<file path="src/rtl/mem_model_sync.sv">
// mem_model_sync: single-port synchronous word memory with a registered
// read port and a one-cycle acknowledge pulse for every accepted access.
//
// Request/acknowledge semantics: a request is presented by raising exactly
// one of wr/rd for one cycle with an in-range addr. It is accepted at the
// sampling edge and acknowledged by response=1 during the following cycle.
// rdata is also valid in that cycle. There is no back-pressure, so every
// legal request is accepted. Illegal requests (wr and rd together, or an
// out-of-range address) are dropped silently, and response stays 0.
module mem_model_sync #(
    parameter int ADDR_WIDTH = 4,
    parameter int DATA_WIDTH = 32,
    parameter int MEM_SIZE   = 16
) (
    input  logic                  clk,
    input  logic                  reset,
    input  logic                  wr,
    input  logic                  rd,
    input  logic [ADDR_WIDTH-1:0] addr,
    input  logic [DATA_WIDTH-1:0] wdata,
    output logic [DATA_WIDTH-1:0] rdata,
    output logic                  response
);

    // Widened by one bit so the bound still compares correctly when
    // MEM_SIZE equals 2**ADDR_WIDTH.
    localparam logic [ADDR_WIDTH:0] MEM_SIZE_EXT = (ADDR_WIDTH + 1)'(MEM_SIZE);

    logic [DATA_WIDTH-1:0] mem [MEM_SIZE];

    logic in_range;
    logic do_write;
    logic do_read;
    logic accept;

    // Decode the request: only a single, in-range operation is accepted.
    always_comb begin
        in_range = ({1'b0, addr} < MEM_SIZE_EXT);
        do_write = wr && !rd && in_range;
        do_read  = rd && !wr && in_range;
        accept   = do_write || do_read;
    end

    // Storage, read register and acknowledge. Reset clears everything and
    // overrides any request sampled in the same cycle.
    always_ff @(posedge clk) begin
        if (reset) begin
            mem      <= '{default: '0};
            rdata    <= '0;
            response <= 1'b0;
        end else begin
            response <= accept;
            if (do_write) begin
                mem[addr] <= wdata;
            end
            if (do_read) begin
                rdata <= mem[addr];
            end
        end
    end

endmodule

</file>
<file path="config.mk">
export PLATFORM = sky130hd
export DESIGN_NAME = mem_model_sync
export DESIGN_NICKNAME = d
export VERILOG_FILES = /design/src/rtl/mem_model_sync.sv
export SDC_FILE = /design/constraint.sdc
export NUM_CORES = 1
export LEC_CHECK = 0
export CORE_UTILIZATION = 45
export CTS_BUF_LIST = sky130_fd_sc_hd__clkbuf_4
export DETAILED_ROUTE_END_ITERATION = 12
export GPL_TIMING_DRIVEN = 0
export PLACE_DENSITY = 0.7
export REMOVE_ABC_BUFFERS = 1
export SLEW_MARGIN = 30
export SYNTH_ARGS = -nofsm -noshare
export SYNTH_HDL_FRONTEND = slang
export SYNTH_SLANG_ARGS = --single-unit
export TNS_END_PERCENT = 50
</file>
<file path="constraint.sdc">
create_clock -name clk -period 1.8 [get_ports clk]
set_input_delay 0.36 -clock clk [delete_from_list [all_inputs] [get_ports clk]]
set_output_delay 0.36 -clock clk [all_outputs]
set_load 0.01 [all_outputs]
</file>
# Word-level counts from Yosys, hierarchy flattened
# Cells that the tools add are included.
[totals]
out_inout_bits = 33
mem_bits_rw = 0
word_cells = 33
register_bits = 545
memories = 0
latchBits = 0
romBits = 0
in_bits = 40
[classes]
div = 0
reduce_logical = 6
n_lt_le_gt_ge = 2
n_mux = 6
bitwise = 1
shifts = 0
add_sub_neg = 0
n_mul = 0
n_eq_ne = 0
[op_table]
columns = ["cell", "n"]
rows = [
  ["bitwise mux 512 bit", 1],
  ["binary-select mux 32 bit (select 4 bit)", 1],
  ["demux 32 bit (select 4 bit)", 1],
  ["2-to-1 mux 32 bit", 3],
  ["greater-or-equal comparator 5 bit, second input constant", 1],
  ["less-than comparator 5 x 1 -> 1 bit, second input constant", 1],
  ["inverter 4 -> 5 bit", 1],
  ["logical AND 1 bit", 3],
  ["zero test 1 bit", 2],
  ["logical OR 1 bit", 1],
]

# Depth between registers and ports, before layout
[logic_depth]
word_depth = 6
mapped_depth = 7
mapped_depth_nobuf = 6

# Worst setup path before layout
# OpenSTA, ideal clock, no wires.
[synth_timing]
path_type = "input-to-reg"
start = "in rd"
end = "reg mem[502] (netlist bit)"
required_time_ns = 1.730
path_buffers = 1
t_arrival_ns = 1.616
slack_ns = 0.114
setup_ns = 0.070
stages = 7
cell_sequence = "inv_1 > ha_1 > or3b_1 > nor3_2 > buf_2 > nand2_1 > a21oi_1"
[synth_between]
elab_chain_len = 2
[synth_rtl]
columns = ["element", "line_no", "text"]
rows = [
  ["from (decl)", "18", "input logic rd,"],
  ["zero test 1 bit", "39", "do_write = wr && !rd && in_range;"],
  ["logical AND 1 bit", "39", ""],
  ["to (signal, indexed assignment)", "54", "mem[addr] <= wdata;"],
  ["to (decl)", "29", "logic [DATA_WIDTH-1:0] mem [MEM_SIZE];"],
]
# Every way passes these cells.
# A chain may end at the register's enable or synchronous reset.

# Worst setup path after layout
[layout_timing]
start = "in rd"
end = "reg mem[460] (netlist bit)"
# Same word-level chain as after synthesis.

==> impl_metrics.yaml <==
hold_path:
  hp-class: "input pin to flop"
  holdPathStages: 4
  min_to: "rdata[27]$_SDFFE_PP0P_"
  worstHoldStart: "addr[0]"
place:
  placed_area_sq_um: 24600
  dp_cells: 3384
  io_buffers: 72
  dp.final_hpwl_um: 43000
  gp_congestion: 0.758
yosys:
  ys_seq_area_frac: 0.478
  syn_area_sq_um: 22800
  synth-edff-count: 0
  synth_most_common_cell: "nand2_1"
  yosysWarnings: 0
  synth.top_cells.by_count: "1041 x nand2_1, 545 x dfxtp_1, 512 x a21oi_1"
  yosysUniqueCellTypes: 28
  yosysTopAreaCell: "dfxtp_1"
  syn_avg_cell_area_sq_um: 7.95
  postSynthCellCount: 2874
  synth_top_cell_area_share: 0.478
  synth-main-ff-cell: "dfxtp_1"
  synth_seq_cells: 545
  yosys-top-cells-area: "dfxtp_1 48%, nand2_1 17%, a21oi_1 11%"
  async_flop_share: 0
setup_path:
  r2r_setup_slack_ns: 0.36
  crit_path_frequent_cell: "buf_16"
  arrival_ns: 2.75
  r2r_cells: 4
  worst_path_largest_cell_delay_ns: 0.49
  cp.buffers_inverters: 4
  crit_required_ns: 2.66
  cp_slowest_cell: "or3b_4"
  crit_type: "input pin to flop"
  reg2reg_to: "rdata[12]$_SDFFE_PP0P_"
  start_kind: "input pin"
  crit_family: "buffers and inverters"
  cp_cell_sequence: "clkdlybuf4s50_1, inv_1, ha_2, or3b_4, nor2_4, buf_16, buf_16, nand2_1, a21oi_1"
  r2r_start: "mem[332]$_SDFFE_PP0P_"
  worstPathMaxFanout: 14
  endpoint_kind: "flop"
clock_network:
  cts_buffers: 143
  clkLatencyLatePin_ns: 0.99
  clk_path_buf_depth: 3
  cts-root-buf: "clkbuf_4"
  cts.clk_slew.worst_paths_ns: 0.07
  cts_tree: "done"
  clkSinkCount: 545
  htree_levels: 4
die:
  core_sq_um: 50100
  row_count: 82
  initial_core_util: 0.456
  fp.dieArea_sq_um: 51700
  die-height_um: 227
  top_level_ports: 73
  die_w_um: 227
pwr:
  pwr-share-seq: 0.488
  leakage_nw: 9.35
  irDropWorstVdd_mv: 0.449
  p_comb_frac: 0.069
  p_per_area_nw_per_um2: 929
  intPower_mw: 18.9
  switching_share: 0.248
  p_sw_mw: 6.25
  p_clk_frac: 0.443
timing:
  grt_setup_unrepaired: "yes"
  fin_crit_sh: 1.05
  finalCriticalPeriod_ns: 1.89
  finClkSkew_ns: 0.0663
  timing.slew.headroom: 0.455
  slew_violations: 0
  max_freq_mhz: 529
  setup_viol: 16
  hold_slack_ns: 0.0988
  max_slew.worst_pin.slew_ns: 0.815
  hold_violations: 0
  layout_setup_ws_ns: -0.0917
global_routing:
  grt-ovfl-total: 0
  grt_pass1_vias: 21000
  grt_max_degree: 119
  grt_usage: 0.279
  antenna_found_initial: 2
  grt_pass1_wl_um: 111000
cells_and_area:
  fillers: 4437
  fin_util: 0.541
  register_area_sq_um: 11000
  multi_input_area_sq_um: 11000
  fin_cells: 3671
  drive_gt1_frac: 0.156
  stdcell_area_sq_um: 27100
  areaGrowthSynthToFinish_pct: 18.5
  fin_nets: 2942
outcome:
  failed_checks: "setup timing"
  status: "finished with violations"
route:
  avgRoutedWirePerCell_um: 20.0
  dr.pass1.iters: 8
  remaining_drc_errors: 0
  via_per_inst: 5.82
  wl_um: 73600
  drt_iter0_drc: 2379
  antenna_left: 0
  vias: 21400
flow_run:
  drv_cap: 0
## kinds of logic after synthesis
family | count (synthesis) | share of synthesized area
compound gates | 672 | 0.161
fa+ha+maj | 2 | 0.00110
buf+inv | 291 | 0.0538
flops | 545 | 0.478
mux | 224 | 0.116
simple gates | 1140 | 0.191
## flip-flops by register name (all words and copies together) (netlist names)
signal,flops
response,1
rdata,32
mem,512
## worst min-delay path, stage by stage
cell	delay [ns]
buf_4	0.14
buf_12	0.16
o21ai_1	0.21
a311oi_1	0.11
## power groups by stage
stage,clock network (mW),logic [mW],registers (mW)
after global routing,12.0,1.81,12.3
after CTS,11.3,1.64,12.3
final,11.1,1.73,12.3
after floorplan,0,0.474,12.5
after detailed placement,0,1.59,12.5
after global placement,0,1.66,12.5
## area by class of cell
cell class / count / area share
tap: 672 / 0.0311
antenna: 1 / 0.0000925
clock inverter: 24 / 0.00786
inverter: 2 / 0.000277
sequential: 545 / 0.405
multi-input combinational: 2039 / 0.406
clock buffer: 219 / 0.0607
timing repair buffer: 169 / 0.0898
## worst max-delay path by stage
| stage | start | to | slack [ns] | depth (start not counted) |
|---|---|---|---|---|
| after floorplan | addr[0] | mem[192]$_SDFFE_PP0P_ | -1.02 | 4 |
| after global placement | addr[1] | mem[336]$_SDFFE_PP0P_ | -18.43 | 5 |
| after detailed placement | rd | mem[503]$_SDFFE_PP0P_ | -1.39 | 8 |
| after CTS | rdata[11]$_SDFFE_PP0P_ | rdata[11] | -0.09 | 1 |
| after global routing | rdata[1]$_SDFFE_PP0P_ | rdata[1] | -0.08 | 1 |
| final | rd | mem[460]$_SDFFE_PP0P_ | -0.09 | 9 |
## placed cells by master, fill, tap and decap left out, types with 12 or more instances in the layout
cell type | Yosys | layout
o22ai_1 | 64 | 64
buf_6 | 0 | 43
mux4_2 | 32 | 32
nand2_1 | 1041 | 1025
buf_4 | 15 | 33
nor2_1 | 78 | 66
a221oi_1 | 32 | 32
buf_16 | 0 | 35
a21oi_1 | 512 | 512
clkbuf_4 | 0 | 219
clkdlybuf4s50_1 | 0 | 34
dfxtp_1 | 545 | 513
dfxtp_2 | 0 | 32
nor2_4 | 0 | 12
o21ai_1 | 30 | 30
a311oi_1 | 32 | 32
mux2i_1 | 192 | 192
## layer usage
layer | part of all wire | global-route usage
met5 | 0.00018 | 0
met2 | 0.48 | 0.461
met4 | 0.040 | 0.147
met3 | 0.10 | 0.0657
met1 | 0.38 | 0.337
## timing repair
action                                 CTS  global route
setup endpoints to repair              278           290
gates resized for setup                205             4
buffers inserted                        15            18
cloned                                   1             3
hold buffers                             6             0
endpoints found under the hold margin   62             0
pin swaps                                9             5
## per-stage QoR
step / setup TNS (ns) / worst slack [ns] / power, mW
after global routing: -1.56 / -0.0774 / 26.1
after global placement: -7767.86 / -18.43 / 14.2
after floorplan: -293.97 / -1.02 / 13.0
after detailed placement: -562.10 / -1.39 / 14.1
final: -0.365 / -0.0917 / 25.1
after CTS: -1.61 / -0.0911 / 25.2
No activity file was read; power rests on OpenSTA's default activity.
